`config.mk`:
```
export PLATFORM = sky130hd
export DESIGN_NAME = asm_mac_engine
export DESIGN_NICKNAME = d
export VERILOG_FILES = /design/src/rtl/asm_mac_engine.sv
export SDC_FILE = /design/constraint.sdc
export NUM_CORES = 1
export LEC_CHECK = 0
export BUFFER_PORTS_ARGS = -buffer_cell sky130_fd_sc_hd__buf_2
export CELL_PAD_IN_SITES_DETAIL_PLACEMENT = 1
export CELL_PAD_IN_SITES_GLOBAL_PLACEMENT = 2
export CORE_ASPECT_RATIO = 1.4
export CORE_UTILIZATION = 26
export DETAILED_ROUTE_END_ITERATION = 8
export PLACE_DENSITY_LB_ADDON = 0.05
export SLEW_MARGIN = 10
export SYNTH_ARGS = -nofsm -noshare
export SYNTH_HDL_FRONTEND = slang
export SYNTH_SLANG_ARGS = --single-unit
```
`constraint.sdc`:
```
create_clock -name clk -period 4.25 [get_ports clk]
set_clock_uncertainty 0.2 [all_clocks]
set_input_delay 0.2125 -clock clk [delete_from_list [all_inputs] [get_ports clk]]
set_output_delay 0.2125 -clock clk [all_outputs]
set_load 0.02 [all_outputs]
```
`src/rtl/asm_mac_engine.sv`:
```
// Shift-add multiply-accumulate engine: R = S +/- in1*in2 (mod 2^WIDTH).
// A three-state control FSM drives load/accumulate/shift enables into the data path.
module asm_mac_engine #(
    parameter int unsigned WIDTH      = 32,
    parameter int unsigned EARLY_EXIT = 1,
    localparam int unsigned CNT_W     = $clog2(WIDTH + 1)
) (
    input  logic             clk,
    input  logic             rst,
    input  logic             start,
    input  logic             op,
    input  logic [WIDTH-1:0] in1,
    input  logic [WIDTH-1:0] in2,
    input  logic [WIDTH-1:0] S,
    output logic [WIDTH-1:0] R3,
    output logic [WIDTH-1:0] R4,
    output logic [WIDTH-1:0] R,
    output logic             busy,
    output logic             done
);

    typedef enum logic [1:0] {StIdle, StCalc, StDone} state_e;

    state_e             state_q, state_d;
    logic [WIDTH-1:0]   r3_q, r3_d;
    logic [WIDTH-1:0]   r4_q, r4_d;
    logic [WIDTH-1:0]   acc_q, acc_d;
    logic               op_q, op_d;
    logic [CNT_W-1:0]   cnt_q, cnt_d;

    logic               enable_load;
    logic               enable_acc;
    logic               enable_shift;

    // Control unit: next state and per-register enables.
    always_comb begin
        state_d      = state_q;
        enable_load  = 1'b0;
        enable_acc   = 1'b0;
        enable_shift = 1'b0;
        unique case (state_q)
            StIdle: begin
                if (start) begin
                    enable_load = 1'b1;
                    state_d     = StCalc;
                end
            end
            StCalc: begin
                // Remaining multiplier bits are all zero: nothing left to add.
                if ((EARLY_EXIT != 0) && (r4_q == '0)) begin
                    state_d = StDone;
                end else begin
                    enable_shift = 1'b1;
                    enable_acc   = r4_q[0];
                    if (cnt_q == CNT_W'(WIDTH - 1)) begin
                        state_d = StDone;
                    end
                end
            end
            StDone: state_d = StIdle;
            default: state_d = StIdle;
        endcase
    end

    // Data path: register next values selected by the control enables.
    always_comb begin
        r3_d  = r3_q;
        r4_d  = r4_q;
        acc_d = acc_q;
        op_d  = op_q;
        cnt_d = cnt_q;
        if (enable_load) begin
            r3_d  = in1;
            r4_d  = in2;
            acc_d = S;
            op_d  = op;
            cnt_d = '0;
        end
        if (enable_shift) begin
            r3_d  = r3_q << 1;
            r4_d  = r4_q >> 1;
            cnt_d = cnt_q + CNT_W'(1);
        end
        if (enable_acc) begin
            acc_d = op_q ? (acc_q - r3_q) : (acc_q + r3_q);
        end
    end

    // State and data registers with synchronous reset.
    always_ff @(posedge clk) begin
        if (rst) begin
            state_q <= StIdle;
            r3_q    <= '0;
            r4_q    <= '0;
            acc_q   <= '0;
            op_q    <= 1'b0;
            cnt_q   <= '0;
        end else begin
            state_q <= state_d;
            r3_q    <= r3_d;
            r4_q    <= r4_d;
            acc_q   <= acc_d;
            op_q    <= op_d;
            cnt_q   <= cnt_d;
        end
    end

    assign R3   = r3_q;
    assign R4   = r4_q;
    assign R    = acc_q;
    assign busy = (state_q != StIdle);
    assign done = (state_q == StDone);

endmodule

```
==> metrics.txt <==
CTS H-Tree Depth 3; register area share after synthesis 29.7%; Crit path buffers/inverters 0; Final Core Density between 30% and 40%; clk buf depth 2; global-route wire length before repair around 46 mm; area share of fa/ha/maj cells after synthesis between 6 and 7%; area leader, netlist dfxtp_1; slowest cell on the critical path or4_1; GRT Total Usage between 20% and 30%; postcts setup bufs 0; mux share of post-synthesis cell area between 1 and 1.5%; max_slew headroom 36.8%; clock sink count 105; root buffer cell clkbuf_16; total congestion overflow 0; CP delay by family, top simple AND/OR/NAND/NOR gates; CP max FO 5; Worst Setup Path Type register to register; WP data required 4.34 ns; Synth area leaders dfxtp_1, nand2_1, a311oi_1; Worst path max stage delay roughly 0.56 ns; Synth Area in Simple Gates 26.6%; ys flop type dfxtp_1; Crit path top cell by count nand2_1; area grow syn2layout 38.1%; Final setup viols 0; status complete, no violations; max frequency 0.249 GHz; LEAKAGE 0.00428 uW; most common cell in the netlist nand2_1; Syn Area/Cell between 7 and 8 um2; Worst-path clk slew ~0.080 ns; Maximum Capacitance Violations 0; clock buffer count from CTS 9; worst-path cell chain or4_1, nor3_2, and2_2, nor3b_4, a21oi_1, xnor2_1, ha_1, nand2_1, nor4_2, a32o_1, a31oi_1, nand2_1, a31oi_2, or3b_1, a211oi_2; Pwr Density around 400 nW/um2; crit path time final approximately 4 ns; initial core utilization 26.4%; post-DP HPWL 21.1 mm; maximum VDD drop about 0.19 mV; Non-Filler Instances between 1500 and 2000; layout cells sized above 1 a little under a quarter; largest family of logic cells by synthesized area simple AND/OR/NAND/NOR gates; Async SR Flop Fraction 0%; Pins Over Slew Limit 0; WL/cell about 18 um; flops & latches, synth between 100 and 150; routed wire length around 29 mm; via count 7923; width of the die ~140 um; setup ws final ~0.23 ns; top cells by count, synth nand2_1, nor2_1, dfxtp_1, a311oi_1, a21oi_1; largest net degree at the start of global routing 79; Post-Synth XOR/XNOR Area ~6.4%; CP Capture Type register; TritonCTS clock tree built; placed insts between 1000 and 1500; measured slew at the worst slew-check pin between 0.9 and 1 ns; worst min-delay path class input port to register; nets around 1400; post-synthesis cell area approximately 7100 um2; die area between 20000 and 30000 um2; core area about 27000 um2; TritonRoute pass-1 iters 4; First DRT Iteration DRCs about 250; std cell rows approximately 70; Buffers on Ports around 200; share of the synthesized area in the top cell type 29.7%; die height roughly 200 um; Arr. time, crit path roughly 4.1 ns; Antenna Cells 0; # fillers between 3000 and 4000; post-route ant nets 0; WHS approximately 0.015 ns; clk_lat worst skew about 0.36 ns; power consumption ~3900 uW; Post-Synthesis Cells ~950; Post-synth EDFFs 0; Post-route DRC 0; vias in the first global route 8318; Mapped Nets 1087; initial antenna violation count 0; post-synthesis cell type count 64; setup repair after global routing missed its margin yes; Synth Area in Compound Gates about a quarter; DR vias/cell about 5.0; num ports a little under 200; synth warn 0; final hold violation count 0; routability cong. 0.848; Setup WS pre-CTS 0.0578 ns; Startpoint Class register; crit share post-route a little over nine tenths
## per-stage QoR
stage / TNS, ns / area [um2]
after CTS: 0 / 9710
after global placement: 0 / 8570
after detailed placement: 0 / 8570
after global routing: -0.00193 / 9770
final: 0 / 9770
after floorplan: 0 / 7080
## routing by layer
layer / share of wire (%) / track usage, %
met1: 45 / 25.4
met5: 0 / 0
met4: 1.9 / 6.05
met2: 51 / 38.0
met3: 2.6 / 2.74
## layout by cell type, fill, tap and decap left out, types with 6 or more instances in the layout
cell type,Yosys,routed
xor2_1,9,9
dfxtp_1,105,105
inv_1,20,20
nand4_1,12,12
clkbuf_16,0,9
buf_2,3,196
nor4_1,17,16
a21o_1,17,17
o21ai_0,16,16
buf_4,1,40
a211oi_1,11,11
a31oi_1,14,13
a311oi_1,77,77
o21a_1,6,6
ha_1,33,31
mux2i_1,8,8
xnor2_1,41,41
nand2b_1,7,7
nand2_1,191,190
a21oi_1,67,66
and3_1,10,10
nor3_1,17,17
nor2_1,126,126
dlygate4sd3_1,0,84
o21bai_1,8,7
## cells by family after synthesis
group | Yosys count
simple gates | 419
fa+ha+maj | 34
flops | 105
compound gates | 246
mux | 8
buf+inv | 90
xor+xnor | 51
## worst paths after layout
kind	slack (ns)	cells past startpoint	endpoint	from
worst max-delay path	0.23	15	R[31]$_SDFFE_PP0P_	R3[6]$_SDFFE_PP0P_
worst min-delay path	0.01	3	R3[24]$_SDFFE_PP0P_	in1[24]
worst max register to register	0.23	15	R[31]$_SDFFE_PP0P_	R3[6]$_SDFFE_PP0P_
worst min register to register	0.30	2	cnt_q[1]$_SDFFE_PP0P_	cnt_q[1]$_SDFFE_PP0P_
## worst register-to-register path, cell delays in order (launching register included)
cell      delay [ns]
dfxtp_1         0.31
or4_1           0.56
nor3_2          0.19
and2_2          0.23
nor3b_4         0.28
a21oi_1         0.12
xnor2_1         0.14
ha_1            0.34
nand2_1         0.13
nor4_2          0.34
a32o_1          0.17
a31oi_1         0.05
nand2_1         0.16
a31oi_2         0.14
or3b_1          0.41
a211oi_2        0.17
## flip-flops by register name (all words and copies together), names as in the netlist
register	count
R	32
R3	32
R4	32
cnt_q	6
op_q	1
state_q	2
## layout make-up
type	count	area [um2]	share of cell area, %
multi-input cells	758	4700	48.1
repair buffers	321	2140	21.9
flip-flops and latches	105	2100	21.5
well taps	365	457	4.67
clock buffers	10	229	2.34
inverters	21	78.8	0.807
clock inverters	6	67.6	0.691
## timing repair
item	CTS	global route
hold buffers	84	0
hold endpoints to repair	84	0
setup endpoints to repair	0	12
resized for setup	0	11
## power by group
group / switching [uW] / leakage [uW] / internal (uW)
Clock: 429 / 0.000144 / 462
Sequential: 130 / 0.000865 / 1090
Combinational: 1040 / 0.00327 / 708
(Power assumes the default switching activity.)
